**config.mk**
```make
export PLATFORM = sky130hd
export DESIGN_NAME = normalize_round_pack_f64
export DESIGN_NICKNAME = d
export VERILOG_FILES = /design/src/rtl/normalize_round_pack_f64.sv
export SDC_FILE = /design/constraint.sdc
export NUM_CORES = 1
export LEC_CHECK = 0
export CELL_PAD_IN_SITES_DETAIL_PLACEMENT = 1
export CELL_PAD_IN_SITES_GLOBAL_PLACEMENT = 1
export CORE_ASPECT_RATIO = 1.2
export CORE_UTILIZATION = 43
export CTS_BUF_LIST = sky130_fd_sc_hd__clkbuf_16
export DETAILED_ROUTE_END_ITERATION = 10
export GPL_TIMING_DRIVEN = 0
export PLACE_DENSITY = 0.93
export SETUP_SLACK_MARGIN = 0.02
export SLEW_MARGIN = 5
export SYNTH_ARGS = -nofsm -noshare
export SYNTH_HDL_FRONTEND = slang
export SYNTH_SLANG_ARGS = --single-unit
export TNS_END_PERCENT = 5
```
**constraint.sdc**
```tcl
create_clock -name ap_clk -period 10.75 [get_ports ap_clk]
set_input_delay 2.15 -clock ap_clk [delete_from_list [all_inputs] [get_ports ap_clk]]
set_output_delay 2.15 -clock ap_clk [all_outputs]
set_load 0.01 [all_outputs]
```
**src/rtl/normalize_round_pack_f64.sv**
```systemverilog
// Normalize, range-check, denormalize (jam) and round-to-nearest-even pack of a double result.
// Optional sticky exception flags are built only when NRP_EXC_FLAGS_EN is defined.
//
// state   | meaning
// --------+-----------------------------------------------------------
// S_IDLE  | waiting for ap_start; operands latched on acceptance
// S_NORM  | shift significand left one bit per cycle until bit62 set
// S_RANGE | overflow / subnormal decision
// S_JAM   | right-shift with sticky for subnormal results
// S_ROUND | round-to-nearest-even and pack
// S_DONE  | result valid, ap_done/ap_ready pulse
module normalize_round_pack_f64 #(
    parameter int JAM_STEP = 1
) (
    input  logic        ap_clk,
    input  logic        ap_rst_n,
    input  logic        ap_start,
    output logic        ap_done,
    output logic        ap_idle,
    output logic        ap_ready,
    input  logic        zSign,
    input  logic [12:0] zExp,
    input  logic [63:0] zSig,
    input  logic        flags_clr,
    output logic [63:0] ap_return,
    output logic [4:0]  float_exception_flags
);

    typedef enum logic [2:0] {
        S_IDLE,
        S_NORM,
        S_RANGE,
        S_JAM,
        S_ROUND,
        S_DONE
    } state_t;

    localparam logic [6:0] LP_STEP = 7'(JAM_STEP);

    state_t             r_state;
    state_t             w_next;
    logic               r_sign;
    logic signed [12:0] r_exp;
    logic [63:0]        r_sig;
    logic [6:0]         r_rem;
    logic               r_tiny;
    logic [4:0]         r_op_flags;
    logic [63:0]        r_return;

    logic [64:0]        w_sum;
    logic               w_norm_done;
    logic               w_ovf;
    logic               w_neg;
    logic [12:0]        w_neg_exp;
    logic [6:0]         w_rem_init;
    logic [6:0]         w_shamt;
    logic [6:0]         w_rem_next;
    logic [63:0]        w_jam_mask;
    logic [63:0]        w_jam_sig;
    logic [54:0]        w_m;
    logic [10:0]        w_exp_rnd;
    logic               w_inexact;
    logic [63:0]        w_round_result;
    logic               w_unused_sum;

    assign w_sum       = {1'b0, r_sig} + 65'h200;
    // A latched bit63 means the caller supplied an already-wide value: no normalization.
    assign w_norm_done = r_sig[63] || r_sig[62] || (r_sig == 64'd0);
    assign w_ovf       = (r_exp > 13'sd2045) || ((r_exp == 13'sd2045) && w_sum[63]);
    assign w_neg       = r_exp[12];
    assign w_neg_exp   = -r_exp;
    assign w_rem_init  = (w_neg_exp > 13'd64) ? 7'd64 : w_neg_exp[6:0];

    assign w_shamt     = (r_rem < LP_STEP) ? r_rem : LP_STEP;
    assign w_rem_next  = r_rem - w_shamt;
    assign w_jam_mask  = ~({64{1'b1}} << w_shamt);
    assign w_jam_sig   = (r_sig >> w_shamt) | {63'd0, |(r_sig & w_jam_mask)};

    // Tie (exact half) clears the LSB so the result lands on the even neighbour.
    assign w_m         = {w_sum[64:11], w_sum[10] & (r_sig[9:0] != 10'h200)};
    assign w_exp_rnd   = (w_m == 55'd0) ? 11'd0 : r_exp[10:0];
    assign w_inexact   = (r_sig[9:0] != 10'd0);
    assign w_round_result = {r_sign, 63'd0} + {1'b0, w_exp_rnd, 52'd0} + {9'd0, w_m};
    assign w_unused_sum   = ^w_sum[9:0];

    always_ff @(posedge ap_clk) begin
        if (!ap_rst_n) begin
            r_state <= S_IDLE;
        end else begin
            r_state <= w_next;
        end
    end

    always_comb begin
        w_next = r_state;
        case (r_state)
            S_IDLE:  if (ap_start) w_next = S_NORM;
            S_NORM:  if (w_norm_done) w_next = S_RANGE;
            S_RANGE: begin
                if (w_ovf) begin
                    w_next = S_DONE;
                end else if (w_neg) begin
                    w_next = S_JAM;
                end else begin
                    w_next = S_ROUND;
                end
            end
            S_JAM:   if (w_rem_next == 7'd0) w_next = S_ROUND;
            S_ROUND: w_next = S_DONE;
            S_DONE:  w_next = S_IDLE;
            default: w_next = S_IDLE;
        endcase
    end

    always_ff @(posedge ap_clk) begin
        if (!ap_rst_n) begin
            r_sign     <= 1'b0;
            r_exp      <= 13'sd0;
            r_sig      <= 64'd0;
            r_rem      <= 7'd0;
            r_tiny     <= 1'b0;
            r_op_flags <= 5'd0;
            r_return   <= 64'd0;
        end else begin
            case (r_state)
                S_IDLE: begin
                    if (ap_start) begin
                        r_sign <= zSign;
                        r_exp  <= zExp;
                        r_sig  <= zSig;
                        r_tiny <= 1'b0;
                    end
                end
                S_NORM: begin
                    if (!w_norm_done) begin
                        r_sig <= r_sig << 1;
                        r_exp <= r_exp - 13'sd1;
                    end
                end
                S_RANGE: begin
                    if (w_ovf) begin
                        r_return   <= {r_sign, 11'h7FF, 52'd0};
                        r_op_flags <= 5'b00101;
                    end else if (w_neg) begin
                        r_tiny <= (r_exp < -13'sd1) || !(w_sum[64] || w_sum[63]);
                        r_rem  <= w_rem_init;
                    end
                end
                S_JAM: begin
                    r_sig <= w_jam_sig;
                    r_rem <= w_rem_next;
                    if (w_rem_next == 7'd0) begin
                        r_exp <= 13'sd0;
                    end
                end
                S_ROUND: begin
                    r_return   <= w_round_result;
                    r_op_flags <= {3'b000, r_tiny & w_inexact, w_inexact};
                end
                default: begin
                end
            endcase
        end
    end

    assign ap_done   = (r_state == S_DONE);
    assign ap_ready  = ap_done;
    assign ap_idle   = (r_state == S_IDLE) && !ap_start;
    assign ap_return = r_return;

`ifdef NRP_EXC_FLAGS_EN
    logic [4:0] r_flags;

    // A clear that coincides with a completion keeps only that operation's flags.
    always_ff @(posedge ap_clk) begin
        if (!ap_rst_n) begin
            r_flags <= 5'd0;
        end else if (r_state == S_DONE) begin
            r_flags <= flags_clr ? r_op_flags : (r_flags | r_op_flags);
        end else if (flags_clr) begin
            r_flags <= 5'd0;
        end
    end

    assign float_exception_flags = r_flags;
`else
    logic w_unused_flags;

    assign w_unused_flags        = ^{flags_clr, r_op_flags};
    assign float_exception_flags = 5'd0;
`endif

endmodule
```
# [Word level (Yosys, flattened, before mapping)]
# Index checks and enable logic that the tools add are counted.
[word_totals] regBits=152 latchBits=0 mem_bits_rw=0 mem_bits_ro=0 in_bits=82 elab_cells=76 n_memories=0
[op_classes] addsub=6 multipliers=0 n_div=0 order_cmp=3 eq_ne=14 shifts=2 muxes=21 n_bitwise=4 reduce_logical=20
[op_table] operator="$mux 64" n=3
[op_table] operator="$pmux 64 s3" n=1
[op_table] operator="$pmux 64 s2" n=1
[op_table] operator="$add 64x10->65 const B" n=1
[op_table] operator="$add 64x55->64" n=1
[op_table] operator="$add 64x63->64" n=1
[op_table] operator="$and 64x64->64" n=1
[op_table] operator="$logic_not 64->1" n=1
[op_table] operator="$not 64->64" n=1
[op_table] operator="$or 64x1->64" n=1
[op_table] operator="$reduce_or 64->1" n=1
[op_table] operator="$shl 64x7->64 const A" n=1
[op_table] operator="$shr 64x7->64" n=1
[op_table] operator="$logic_not 55->1" n=1
[op_table] operator="$mux 13" n=3
[op_table] operator="$pmux 13 s3" n=1
[op_table] operator="$mux 7" n=4
[op_table] operator="$mux 3" n=5
[op_table] operator="$pmux 3 s5" n=1
[op_table] operator="$ne 2x2->1 const B" n=7
[op_table] operator="$pmux 7 s2" n=1
[op_table] operator="$eq 13x12->1 const B" n=1
[op_table] operator="$gt 13x12->1 const B" n=1
[op_table] operator="$gt 13x7->1 const B" n=1
[op_table] operator="other kinds (20)" n=29

# [Depth between registers and ports, before layout]
[logic_depth] ltp_word=8 depth_mapped=23

# [Worst setup path after synthesis]
# No wires, ideal clock.
[synth_timing] kind="input -> output" start="in ap_start" end="out ap_idle" arrival_time_ns=2.622 required_time_ns=8.600 path_slack_ns=5.978 stages=1 path_cell_list="nor4_1"
[synth_via] elab_chain_len=2
[synth_rtl] element="from (decl)" line="17" text="input logic ap_start,"
[synth_rtl] element="$logic_not 1->1" line="168" text="assign ap_idle = (r_state == S_IDLE) && !ap_start;"
[synth_rtl] element="$logic_and 1x1->1" line="168"
[synth_rtl] element="to (decl)" line="19" text="output logic ap_idle,"
# No other way between the ends.

# [Worst setup path after layout]
# Same ends and word-level chain as after synthesis.

==> flow_summary.rst <==
.. list-table::
   :header-rows: 1

   * - Metric
     - Value
   * - Result of the run
     - finished clean
   * - Standard cell with the maximum stage delay on the critical path
     - sky130_fd_sc_hd__nor4_1
   * - Detailed-routing iteration count for the pre-antenna-repair pass
     - 7
   * - Critical register-to-register path endpoint
     - ap_return[63]
   * - Total number of clock tree sinks
     - 152
   * - Area contributors post-synth
     - sky130_fd_sc_hd__dfxtp_1 30%, sky130_fd_sc_hd__nor2b_1 8.0%, sky130_fd_sc_hd__a21oi_1 4.9%, sky130_fd_sc_hd__a211oi_1 4.6%, sky130_fd_sc_hd__nor2_1 4.2%
   * - Post-Syn Area per Cell
     - 7.43 um^2
   * - Cell Chain, Critical Path
     - clkdlybuf4s50_1 > nor4_1 > clkdlybuf4s50_1
   * - Post-CTS Setup Inserts
     - 0
   * - Peak clock frequency supported by timing
     - 162 MHz
   * - Detail Route Antenna Nets
     - 0
   * - CTS Buffer Depth
     - 2
   * - Total via count in the routed design
     - 11200
   * - Number of enable-type register cells in the synthesized netlist
     - 0
   * - Category of the worst setup path capture point
     - output port
   * - Detailed-route DRC error count
     - 0
   * - Category of the worst setup path launch point
     - input port
   * - Flip-flop and latch count after synthesis
     - 152
   * - Syn Std Cell Area
     - 10000 um^2
   * - Buffer type at the clock tree root
     - sky130_fd_sc_hd__clkbuf_16
   * - Crit share post-route
     - 57.4%
   * - Lkg Pwr
     - 4.53 nW
   * - Synth Instances
     - 1350
   * - Count of unique library cells instantiated by Yosys
     - 65
   * - Clock slew seen by the registers of the worst setup and hold paths
     - 0.06 ns
   * - Final worst clock skew
     - 0.0117 ns
   * - Most frequent cells after synthesis
     - 152 x sky130_fd_sc_hd__dfxtp_1, 129 x sky130_fd_sc_hd__nor2b_1, 113 x sky130_fd_sc_hd__nor2_1
   * - Sequential cell area
     - 3040 um^2
   * - Starting Density
     - 44.2%
   * - # nets final
     - 1609
   * - Comb pwr share
     - 34.9%
   * - RSZ-0062 raised after global routing
     - false
   * - Worst setup slack for register-to-register paths
     - 5.06 ns
   * - Warning count from the yosys run
     - 0
   * - WP data arrival
     - 4.02 ns
   * - Number of filler instances in the final layout
     - 2892
   * - Maximum resistive drop on vdd
     - 123 uV
   * - Launch point of the worst reg-to-reg path
     - r_sig[28]
   * - Worst Setup SP
     - ap_start
   * - Rows
     - 60
   * - I/O pin total
     - 154
   * - Residual overflow from global routing
     - 0
   * - Vias in the first global route
     - 11600
   * - Fraction of the yosys area taken by sequential cells
     - 30.3%
   * - Max stage delay on crit path
     - 0.68 ns
   * - Core area
     - 22700 um^2
   * - Hold violation count in the final report
     - 0
   * - Wire length of the first global-routing pass
     - 63500 um
   * - Total global-route track usage
     - 34.3%
   * - Crit Path Max Fanout
     - 4
   * - Cells resized by post-CTS repair
     - 0
   * - Transition at the pin with the smallest max-transition slack
     - 1.11 ns
   * - Total negative slack
     - 0 ns
   * - Gpl congestion
     - 0.932
   * - Cell with the most instances after synthesis
     - sky130_fd_sc_hd__dfxtp_1
   * - Clock latency on the worst-skew pair
     - 0.45 ns
   * - Part of the power in the clock network
     - 31.2%
   * - Layout cell share with drive strength beyond 1
     - 5.48%
   * - Max H-tree Level
     - 4
   * - Max-cap violations
     - 0
   * - Routed len/inst
     - 22.2 um
   * - Fraction of registers with async set or reset after synthesis
     - 0%
   * - Multi-input combinational cell area
     - 6280 um^2
   * - Fraction of power consumed by sequential logic
     - 33.9%
   * - Floorplan die area
     - 23900 um^2
   * - Width of the chip
     - 141 um
   * - Worst slack after detailed placement
     - 4.67 ns
   * - Die boundary height
     - 169 um
   * - Reg2Reg Depth
     - 18
   * - Pin count of the biggest net entering global routing
     - 17
   * - Path category of the worst min-delay check
     - flip-flop to flip-flop
   * - CP Class
     - input port to output port
   * - Top flip-flop cell by instance count after synthesis
     - sky130_fd_sc_hd__dfxtp_1
   * - Total number of cells along the worst setup path
     - 3
   * - Worst path setup slack after routing
     - 4.58 ns
   * - Net switching component of the power
     - 0.768 mW
   * - CTS tree
     - yes
   * - Overall routed net length
     - 40900 um
   * - Number of DRC markers in iteration 0
     - 830
   * - Power density of the placed cells
     - 158 nW/um^2
   * - Crit-path leading delay family
     - buffers and inverters
   * - Int Power
     - 1.20 mW
   * - Layout overhead on the synthesized area
     - 24.4%
   * - Post-detailed-route via-to-cell ratio
     - 6.09
   * - Number of buffers added by the clock tree synthesis step
     - 17
   * - Share of total power consumed by net switching
     - 38.9%
   * - Max-Slew Margin vs Limit
     - 25.6%
   * - Hold bufs inserted after CTS
     - 0
   * - Critical Path Most Common Cell
     - sky130_fd_sc_hd__clkdlybuf4s50_1
   * - Buffers and inverters on the worst path
     - 2
   * - Worst setup path end
     - ap_idle
   * - Area share of the largest cell type after synthesis
     - 30.3%
   * - Final Slew Violations
     - 0
   * - Port bufs
     - 146
   * - Half-perimeter wire length after placement
     - 30600 um
   * - Final setup violation count
     - 0
   * - Number of antenna violations at the first check in global routing
     - 2
   * - Critical path required time
     - 8.60 ns
   * - Top cell type by total area after synthesis
     - sky130_fd_sc_hd__dfxtp_1
   * - Post-layout minimum cycle time
     - 6.17 ns
-- power by group through the flow --
| stage | combinational (mW) | clock [mW] | sequential (mW) |
|---|---|---|---|
| 3_3_place_gp | 0.645 | 0 | 0.675 |
| 4_1_cts | 0.674 | 0.612 | 0.665 |
| 3_5_place_dp | 0.665 | 0 | 0.677 |
| 6_report | 0.688 | 0.615 | 0.668 |
| 2_1_floorplan | 0.449 | 0 | 0.661 |
| 5_1_grt | 0.741 | 0.637 | 0.673 |
-- worst min-delay path by stage --
stage                   from       endpoint  cells past startpoint
2_1_floorplan       r_rem[0]       r_rem[0]                      1
3_3_place_gp   ap_return[36]  ap_return[36]                      2
3_5_place_dp   ap_return[53]  ap_return[53]                      1
4_1_cts        ap_return[53]  ap_return[53]                      1
5_1_grt        ap_return[53]  ap_return[53]                      1
6_report       ap_return[36]  ap_return[36]                      2
-- through the flow --
stage / instances / power [mW] / instance area [um^2] / hold WS (ns) / util, %
2_1_floorplan: 1354 / 1.11 / 10000 / 0.479 / -
3_3_place_gp: 1810 / 1.32 / 11900 / 0.501 / 52.5
3_5_place_dp: 1810 / 1.34 / 11900 / 0.504 / 52.5
4_1_cts: 1842 / 1.95 / 12500 / 0.527 / 55.0
5_1_grt: 1842 / 2.05 / 12500 / 0.548 / 55.0
6_report: 1843 / 1.97 / 12500 / 0.529 / 55.0
-- sequential cells by signal (all words and copies together) (netlist names) --
| register | cells |
|---|---|
| r_sign | 1 |
| r_sig | 64 |
| ap_return | 64 |
| r_rem | 7 |
| r_state | 3 |
| r_exp | 13 |
-- layer usage --
metal  GRT usage [%]  wire (um)
met3            5.42       2210
met4            17.5       1610
met5               0         11
met1            40.4      16800
met2            60.0      20200
-- cells by family after synthesis --
group	after synthesis	share of synthesized area [%]
AND/OR/NAND/NOR	641	35.0
AO/OA/AOI/OAI	306	20.1
buffers and inverters	170	7.20
flip-flops	152	30.3
XOR/XNOR	69	6.02
adder cells (fa/ha/maj)	8	1.07
multiplexers	3	0.299
other	1	0.0374
-- cell usage in the layout, fill, tap and decap left out, types with 28 or more instances in the layout --
master,count
sky130_fd_sc_hd__clkbuf_1,106
sky130_fd_sc_hd__xor2_1,29
sky130_fd_sc_hd__a21oi_1,98
sky130_fd_sc_hd__nand3_1,46
sky130_fd_sc_hd__and3_1,66
sky130_fd_sc_hd__nor2_1,113
sky130_fd_sc_hd__dfxtp_1,152
sky130_fd_sc_hd__xnor2_1,40
sky130_fd_sc_hd__a211oi_1,61
sky130_fd_sc_hd__a22oi_1,49
sky130_fd_sc_hd__clkdlybuf4s50_1,146
sky130_fd_sc_hd__nor4_1,36
sky130_fd_sc_hd__nand2_1,70
sky130_fd_sc_hd__o21ai_0,36
sky130_fd_sc_hd__nor3_1,82
sky130_fd_sc_hd__nand4_1,28
sky130_fd_sc_hd__nor2b_1,129
-- layout make-up --
class / count / share of cell area (%)
Clock inverter: 15 / 1.21
Buffer: 152 / 5.25
Timing Repair Buffer: 146 / 11.7
Antenna cell: 1 / 0.0201
Tap cell: 310 / 3.11
Clock buffer: 17 / 3.41
Sequential cell: 152 / 24.4
Multi-Input combinational cell: 1032 / 50.4
Inverter: 18 / 0.542
-- worst register-to-register path: cells and delay by family (launching register included) --
family	cells	cell delay [ns]
simple gates	12	3.78
flops	1	0.52
compound gates	3	0.47
xor+xnor	1	0.28
fa+ha+maj	1	0.27
buf+inv	1	0.26
No activity file was read; power rests on OpenSTA's default activity.
